File: config.mk
export PLATFORM = sky130hd
export DESIGN_NAME = l2_resp_tracker_flat
export DESIGN_NICKNAME = d
export VERILOG_FILES = /design/src/rtl/l2_resp_tracker_pkg.sv /design/src/rtl/l2_resp_tracker_if.sv /design/src/rtl/l2_resp_tracker_delay_line.sv /design/src/rtl/l2_resp_tracker.sv /design/src/flat_wrapper.sv
export SDC_FILE = /design/constraint.sdc
export NUM_CORES = 1
export LEC_CHECK = 0
export CELL_PAD_IN_SITES_DETAIL_PLACEMENT = 1
export CELL_PAD_IN_SITES_GLOBAL_PLACEMENT = 2
export CORE_ASPECT_RATIO = 2
export CORE_UTILIZATION = 10
export CTS_BUF_LIST = sky130_fd_sc_hd__clkbuf_16
export CTS_CLUSTER_SIZE = 30
export DETAILED_ROUTE_END_ITERATION = 16
export PLACE_DENSITY_LB_ADDON = 0.25
export REMOVE_ABC_BUFFERS = 1
export SLEW_MARGIN = 40
export SYNTH_ARGS = -nofsm -noshare
export SYNTH_HDL_FRONTEND = slang
export SYNTH_SLANG_ARGS = --single-unit
export TNS_END_PERCENT = 5
File: constraint.sdc
create_clock -name clk -period 1.7 [get_ports clk]
set_input_delay 0.34 -clock clk [delete_from_list [all_inputs] [get_ports clk]]
set_output_delay 0.34 -clock clk [all_outputs]
set_load 0.03 [all_outputs]
File: src/rtl/l2_resp_tracker_pkg.sv
// Shared types and constants for the L2 bank response tracker.
// The tag is what follows a granted access down the SRAM-latency delay line.
package l2_resp_tracker_pkg;

  localparam int L2_MAX_MEM_LATENCY = 8;
  localparam int L2_TAG_ID_W        = 8;

  function automatic int l2_id_width(input int n_master);
    return (n_master > 2) ? $clog2(n_master) : 1;
  endfunction

  typedef struct packed {
    logic                   valid;
    logic [L2_TAG_ID_W-1:0] id;
    logic                   we;
  } l2_resp_tag_t;

endpackage

File: src/rtl/l2_resp_tracker_if.sv
// Grant side (from the bank arbiter and SRAM) and response side (to the fan-in tree)
// of one L2 bank.
interface l2_resp_tracker_if
  import l2_resp_tracker_pkg::*;
#(
  parameter int N_MASTER   = 4,
  parameter int ID_WIDTH   = l2_id_width(N_MASTER),
  parameter int DATA_WIDTH = 64
);

  logic                  gnt_i;
  logic [ID_WIDTH-1:0]   gnt_id_i;
  logic                  gnt_we_i;
  logic [DATA_WIDTH-1:0] mem_rdata_i;
  logic [N_MASTER-1:0]   resp_valid_o;
  logic [DATA_WIDTH-1:0] resp_rdata_o;
  logic                  busy_o;
  logic                  err_o;

  modport slave (
    input  gnt_i, gnt_id_i, gnt_we_i, mem_rdata_i,
    output resp_valid_o, resp_rdata_o, busy_o, err_o
  );

  modport master (
    output gnt_i, gnt_id_i, gnt_we_i, mem_rdata_i,
    input  resp_valid_o, resp_rdata_o, busy_o, err_o
  );

endinterface

File: src/rtl/l2_resp_tracker_delay_line.sv
// Fixed-depth shift register carrying grant tags until SRAM read data is due.
// Only the valid bits are reset; id/we are payload that is ignored while invalid.
module l2_resp_tracker_delay_line
  import l2_resp_tracker_pkg::*;
#(
  parameter int DEPTH = 1
) (
  input  logic             clk,
  input  logic             rst_n,
  input  l2_resp_tag_t     tag_i,
  output l2_resp_tag_t     tag_o,
  output logic [DEPTH-1:0] vld_o
);

  logic [DEPTH-1:0]       vld_q;
  logic [L2_TAG_ID_W-1:0] id_q [DEPTH];
  logic [DEPTH-1:0]       we_q;

  always_ff @(posedge clk or negedge rst_n) begin
    if (!rst_n) begin
      vld_q <= '0;
    end else begin
      vld_q[0] <= tag_i.valid;
      for (int s = 1; s < DEPTH; s++) begin
        vld_q[s] <= vld_q[s-1];
      end
    end
  end

  // Payload only moves behind a valid bit, so idle grant-side X never enters the line.
  always_ff @(posedge clk) begin
    if (tag_i.valid) begin
      id_q[0] <= tag_i.id;
      we_q[0] <= tag_i.we;
    end
    for (int s = 1; s < DEPTH; s++) begin
      if (vld_q[s-1]) begin
        id_q[s] <= id_q[s-1];
        we_q[s] <= we_q[s-1];
      end
    end
  end

  always_comb begin
    tag_o.valid = vld_q[DEPTH-1];
    tag_o.id    = id_q[DEPTH-1];
    tag_o.we    = we_q[DEPTH-1];
  end

  assign vld_o = vld_q;

endmodule

File: src/rtl/l2_resp_tracker.sv
// Per-bank response generator: delays the granted master's tag by the SRAM latency and
// presents a one-hot valid with shared read data to the response fan-in tree.
module l2_resp_tracker
  import l2_resp_tracker_pkg::*;
#(
  parameter int N_MASTER    = 4,
  parameter int ID_WIDTH    = l2_id_width(N_MASTER),
  parameter int DATA_WIDTH  = 64,
  parameter int MEM_LATENCY = 1,
  parameter int REG_RDATA   = 0
) (
  input logic              clk,
  input logic              rst_n,
  l2_resp_tracker_if.slave bus
);

  localparam int DEPTH = (MEM_LATENCY < 1) ? 1 :
                         (MEM_LATENCY > L2_MAX_MEM_LATENCY) ? L2_MAX_MEM_LATENCY : MEM_LATENCY;
  localparam logic [ID_WIDTH:0] ID_LIMIT = (ID_WIDTH+1)'(N_MASTER);

  logic [ID_WIDTH-1:0]   gnt_id_m;
  logic                  id_ok;
  l2_resp_tag_t          tag_in;
  l2_resp_tag_t          tag_out;
  logic [DEPTH-1:0]      line_vld;
  logic                  err_q;
  logic [N_MASTER-1:0]   resp_valid_d;
  logic [DATA_WIDTH-1:0] resp_rdata_d;

  // Grant capture: out-of-range ids are dropped here and reported one cycle later.
  assign gnt_id_m = bus.gnt_i ? bus.gnt_id_i : '0;
  assign id_ok    = ({1'b0, gnt_id_m} < ID_LIMIT);

  always_comb begin
    tag_in.valid = bus.gnt_i & id_ok;
    tag_in.id    = L2_TAG_ID_W'(gnt_id_m);
    tag_in.we    = bus.gnt_i & bus.gnt_we_i;
  end

  always_ff @(posedge clk or negedge rst_n) begin
    if (!rst_n) begin
      err_q <= 1'b0;
    end else begin
      err_q <= bus.gnt_i & ~id_ok;
    end
  end

  assign bus.err_o = err_q;

  l2_resp_tracker_delay_line #(
    .DEPTH (DEPTH)
  ) u_delay_line (
    .clk   (clk),
    .rst_n (rst_n),
    .tag_i (tag_in),
    .tag_o (tag_out),
    .vld_o (line_vld)
  );

  // Last stage of the line lines up with SRAM rdata: decode the owner, zero data on writes.
  always_comb begin
    resp_valid_d = '0;
    for (int k = 0; k < N_MASTER; k++) begin
      resp_valid_d[k] = tag_out.valid && (tag_out.id == L2_TAG_ID_W'(k));
    end
    resp_rdata_d = (tag_out.valid && !tag_out.we) ? bus.mem_rdata_i : '0;
  end

  if (REG_RDATA != 0) begin : g_reg_out
    logic [N_MASTER-1:0]   resp_valid_q;
    logic [DATA_WIDTH-1:0] resp_rdata_q;

    always_ff @(posedge clk or negedge rst_n) begin
      if (!rst_n) begin
        resp_valid_q <= '0;
      end else begin
        resp_valid_q <= resp_valid_d;
      end
    end

    always_ff @(posedge clk) begin
      resp_rdata_q <= resp_rdata_d;
    end

    // Data register is unreset; gating by the registered valid keeps reset output at zero.
    assign bus.resp_valid_o = resp_valid_q;
    assign bus.resp_rdata_o = (|resp_valid_q) ? resp_rdata_q : '0;
    assign bus.busy_o       = (|line_vld) | (|resp_valid_q);
  end else begin : g_comb_out
    assign bus.resp_valid_o = resp_valid_d;
    assign bus.resp_rdata_o = resp_rdata_d;
    assign bus.busy_o       = |line_vld;
  end

endmodule
File: src/flat_wrapper.sv
// flat-port wrapper written by rule: the top's interface ports become plain ports
module l2_resp_tracker_flat import l2_resp_tracker_pkg::*;
#(
  parameter int N_MASTER    = 4,
  parameter int ID_WIDTH    = l2_id_width(N_MASTER),
  parameter int DATA_WIDTH  = 64,
  parameter int MEM_LATENCY = 1,
  parameter int REG_RDATA   = 0
)
  (clk, rst_n, bus_gnt_i, bus_gnt_id_i, bus_gnt_we_i, bus_mem_rdata_i, bus_resp_valid_o, bus_resp_rdata_o, bus_busy_o, bus_err_o);
  l2_resp_tracker_if #(.N_MASTER(N_MASTER), .ID_WIDTH(ID_WIDTH), .DATA_WIDTH(DATA_WIDTH)) bus_i ();
  input logic clk;
  input logic rst_n;
  input wire logic [$bits(bus_i.gnt_i)-1:0] bus_gnt_i;
  input wire logic [$bits(bus_i.gnt_id_i)-1:0] bus_gnt_id_i;
  input wire logic [$bits(bus_i.gnt_we_i)-1:0] bus_gnt_we_i;
  input wire logic [$bits(bus_i.mem_rdata_i)-1:0] bus_mem_rdata_i;
  output wire logic [$bits(bus_i.resp_valid_o)-1:0] bus_resp_valid_o;
  output wire logic [$bits(bus_i.resp_rdata_o)-1:0] bus_resp_rdata_o;
  output wire logic [$bits(bus_i.busy_o)-1:0] bus_busy_o;
  output wire logic [$bits(bus_i.err_o)-1:0] bus_err_o;
  assign bus_i.gnt_i = bus_gnt_i;
  assign bus_i.gnt_id_i = bus_gnt_id_i;
  assign bus_i.gnt_we_i = bus_gnt_we_i;
  assign bus_i.mem_rdata_i = bus_mem_rdata_i;
  assign bus_resp_valid_o = bus_i.resp_valid_o;
  assign bus_resp_rdata_o = bus_i.resp_rdata_o;
  assign bus_busy_o = bus_i.busy_o;
  assign bus_err_o = bus_i.err_o;
  l2_resp_tracker #(.N_MASTER(N_MASTER), .ID_WIDTH(ID_WIDTH), .DATA_WIDTH(DATA_WIDTH), .MEM_LATENCY(MEM_LATENCY), .REG_RDATA(REG_RDATA)) u_core (.clk(clk), .rst_n(rst_n), .bus(bus_i));
endmodule
-- After elaboration in Yosys (flattened, before gate mapping)
Memory sizes are Yosys's and may differ from the RTL's.
Index checks and enable logic that the tools add are counted.
- register bits after elaboration: 2
- RAM bits: 2
- output and inout bits: 70
- word-level logic and storage cells: 18
- memories: 1
- memory list (memory ; depth ; width ; read ports ; clocked after Yosys merged registers in ; wr ports ; line ; source):
    u_core.u_delay_line.id_q ; 1 ; 2 ; 1 ; 0 ; 1 ; l2_resp_tracker_delay_line.sv:16 ; logic [L2_TAG_ID_W-1:0] id_q [DEPTH];
- equal/unequal tests: 3
- mux-type cells: 4
- bitwise logic cells: 1
- reduce and logical (&&, ||, !) cells: 7
- operators by type and width (operator ; number):
    $mux W64 ; 1
    $eq A8 B2 Y1 const B ; 2
    $eq A8 B1 Y1 const B ; 1
    $logic_not A8 Y1 ; 1
    $logic_and A1 B1 Y1 ; 5
    $mux W1 ; 2
    $mux W2 ; 1
    $and A1 B1 Y1 ; 1
    $logic_not A1 Y1 ; 1

-- Depth between registers and ports, before layout
Gate-level depths: netlist of the first run.
- depth after elaboration: 3
- depth in mapped cells: 3
- mapped depth without buffers: 1

-- Cells and area by module
From an unflattened synthesis of the first run, not the netlist that was laid out.
- cell total of the unflattened synthesis: 98
- area total of the unflattened synthesis: 830.8 um2
- modules (own cells, without submodules) (module ; times used ; cells each ; area each (um2) ; seq. area each (um2)):
    l2_resp_tracker ; 1 ; 86 ; 520.5 ; 0.0
    l2_resp_tracker_delay_line ; 1 ; 12 ; 310.3 ; 295.3

-- Worst setup path before layout of the first run
No wires, ideal clock.
- kind: flip-flop to output port
- start: reg u_core.u_delay_line.vld_q, in the netlist u_core.u_delay_line.vld_o
- end: out bus_resp_valid_o[0]
- data arrival time: 1.278 ns
- setup slack: 0.082 ns
- stages on the path, launching flop included: 4
- buffers on the path: 2
- path through: dfrtp_1 > buf_6 > buf_6 > nor3b_2
- longest elaborated chain between the ends: 1
- RTL lines (what ; line ; source):
    start: declaration ; l2_resp_tracker_delay_line.sv:15 ; logic [DEPTH-1:0] vld_q;
    start signal: indexed assignment ; l2_resp_tracker_delay_line.sv:25 ; vld_q[s] <= vld_q[s-1];
    $logic_and A1 B1 Y1 ; l2_resp_tracker.sv:64 ; resp_valid_d[k] = tag_out.valid && (tag_out.id == L2_TAG_ID_W'(k));
    end: declaration ; flat_wrapper.sv:18 ; output wire logic [$bits(bus_i.resp_valid_o)-1:0] bus_resp_valid_o;
No other way between the ends.

-- Worst setup path in the final report of the first run
Same ends and word-level chain as after synthesis.

==> impl_metrics.yaml, run 1 <==
run_status:
  run_status: "finished clean"
cts:
  tritoncts: "done"
  ctsHoldBuffers: 0
  h-tree-depth: 1
  cts_buffers: 3
  clockRootBuffer: "clkbuf_16"
  cts_buffer_depth: 2
  cts_sinks: 4
  path_clk_slew_ns: 0.03
pwr:
  total_power_mw: 1.077
  ir_drop_mv: 0.5845
  p_leak_nw: 1.198
  p_per_area_nw_per_um2: 479.6
cells_and_area:
  fin_cells: 317
  syn2layout_area_growth_pct: 157.9
  utilization_pct: 26.90
  antennaDiodeCount: 0
  nets: 290
  drive_gt1_share_pct: 57.53
route:
  routed_via_density: 3.735
  route.vias.total: 1184
  wl_per_cell_um: 15.21
  drt_iter0_drc: 17
  post-route-drc-count: 0
  routed_wl_um: 4822
  postRouteAntennaNets: 0
  firstDrtPassIters: 4
die:
  row_count: 47
  die_h_um: 134.0
  die_width_um: 67.99
  die_area_um2: 9108
  coreArea_um2: 8351
  boundaryPins: 140
  start_util_pct: 10.43
setup_path:
  timing.critical_path.buf_inv: 2
  worstPathMaxFanout: 30
  required_ns: 1.36
  crit_chain: "buf_6 > nor3b_2 > buf_4"
  crit_path_end_kind: "primary output"
  arrival_ns: 1.24
  slowest_stage: "dfrtp_1"
  crit_family: "buffers and inverters"
  max_stage_delay_ns: 0.40
  worstSetupStartpointType: "flip-flop"
  path_class: "flip-flop to primary output"
placed_design:
  place_hpwl_um: 3845
  dp_cells: 313
  place_congestion: 0.7643
  portBuffers: 138
grt:
  grt-ovfl-total: 0
  antenna_found_initial: 0
  grt_pass1_wl_um: 6699
  grt_usage_pct: 10.07
  first_global_vias: 1238
  grt_start_max_net_pins: 65
logic_synthesis:
  synthCells: 88
  yosysTopAreaCellShare_pct: 57.47
  ys_seq_area_share_pct: 13.22
  netlist_area_um2: 870.8
  synthTopCellsByArea: "and3b_2, and3b_1, edfxtp_1, buf_6, buf_2"
  yosys_warnings: 0
  ys_seq_elements: 4
  yosysTopAreaCell: "and3b_2"
  synth.avg_cell_area_um2: 9.896
  ys_types: 12
timing:
  rsz0062_at_grt: "false"
  hold_viol: 0
  slew_viol_final: 0
  period_minus_slack_ns: 1.584
  holdWs_ns: 0.2645
  fin_crit_sh_pct: 93.17
  setup_viol: 0
  fmax_ghz: 0.6314
hold_path:
  hold_class: "primary input to asynchronous set/reset pin"
run:
  drv_cap: 0
==> path summary, 6_finish.rpt <==
check	from	endpoint	slack [ns]	cells past startpoint
max	u_core.u_delay_line.vld_o$_DFF_PN0_	bus_resp_valid_o[0]	0.12	3
min	rst_n	u_core.u_delay_line.vld_o$_DFF_PN0_	0.26	1
max in group asynchronous	rst_n	u_core.u_delay_line.vld_o$_DFF_PN0_	1.33	1
min in group clk	bus_gnt_id_i[1]	u_core.u_delay_line.id_q[0][1]$_DFFE_PP_	0.67	1
==> synthesized netlist by cell type (all sizes together) <==
cell type	n
and3b	66
buf	10
clkbuf	4
edfxtp	3
and2	1
and3	1
conb	1
dfrtp	1
nor3b	1
==> state kept, by name, summed over array words and instances, names as in the netlist <==
register / cells
u_core.u_delay_line.id_q: 2
u_core.u_delay_line.vld_o: 1
u_core.u_delay_line.we_q: 1
==> power by group <==
| group | total, mW | internal (mW) | switching [mW] |
|---|---|---|---|
| logic | 0.586 | 0.313 | 0.273 |
| registers | 0.121 | 0.114 | 0.00695 |
| clock network | 0.370 | 0.303 | 0.0663 |
==> area by class of cell <==
| cell class | count | area (um2) |
|---|---|---|
| clock buffer | 3 | 75.07 |
| timing repair buffer | 141 | 1260 |
| tap | 98 | 122.6 |
| clock inverter | 1 | 3.754 |
| multi-input combinational | 70 | 669.4 |
| sequential | 4 | 115.1 |
| fill | 984 | 6105 |
==> repair_timing <==
| action | in CTS | in global routing |
|---|---|---|
| buffers inserted | 0 | 0 |
| resized for setup | 0 | 1 |
| endpoints found under the setup margin | 0 | 1 |
==> routing by layer <==
metal | part of all wire [%] | GRT usage, %
met1 | 27 | 8.089
met2 | 69 | 22.71
met4 | 0 | 1.736
met5 | 0 | 0
met3 | 4.3 | 1.105
==> cells by family after synthesis <==
family                 count (synthesis)  synth area share, %
and+or+nand+nor                       69                76.44
buffers and inverters                 14                9.913
DFF                                    4                13.22
other                                  1               0.4306
==> placed cells by master (no fill, tap or decap) <==
cell,n
buf_4,69
clkbuf_16,3
nor3b_2,1
and3b_2,50
buf_12,2
dfrtp_1,1
and3_1,1
clkdlybuf4s50_1,69
and3b_1,16
conb_1,1
and2_1,1
inv_1,1
edfxtp_1,3
buf_6,1
==> stage by stage <==
stage               setup TNS (ns)  worst slack (ns)  instance area (um2)
floorplan                   -13.36           -0.3384                784.5
global placement                 0            0.2363                 2163
detailed placement               0            0.2066                 2163
CTS                              0           0.03893                 2242
global route                     0           0.04447                 2246
finish                           0            0.1161                 2246
Power figures use the tool's default switching activity.
==> run 2, diff against run 1 <==
--- a/config.mk
+++ b/config.mk
@@ -10,7 +10,6 @@
 export CORE_ASPECT_RATIO = 2
 export CORE_UTILIZATION = 10
 export CTS_BUF_LIST = sky130_fd_sc_hd__clkbuf_16
-export CTS_CLUSTER_SIZE = 30
 export DETAILED_ROUTE_END_ITERATION = 16
 export PLACE_DENSITY_LB_ADDON = 0.25
 export REMOVE_ABC_BUFFERS = 1
==> results of run 2 <==
The final DEF is identical to that of run 1; final timing and power are the same.
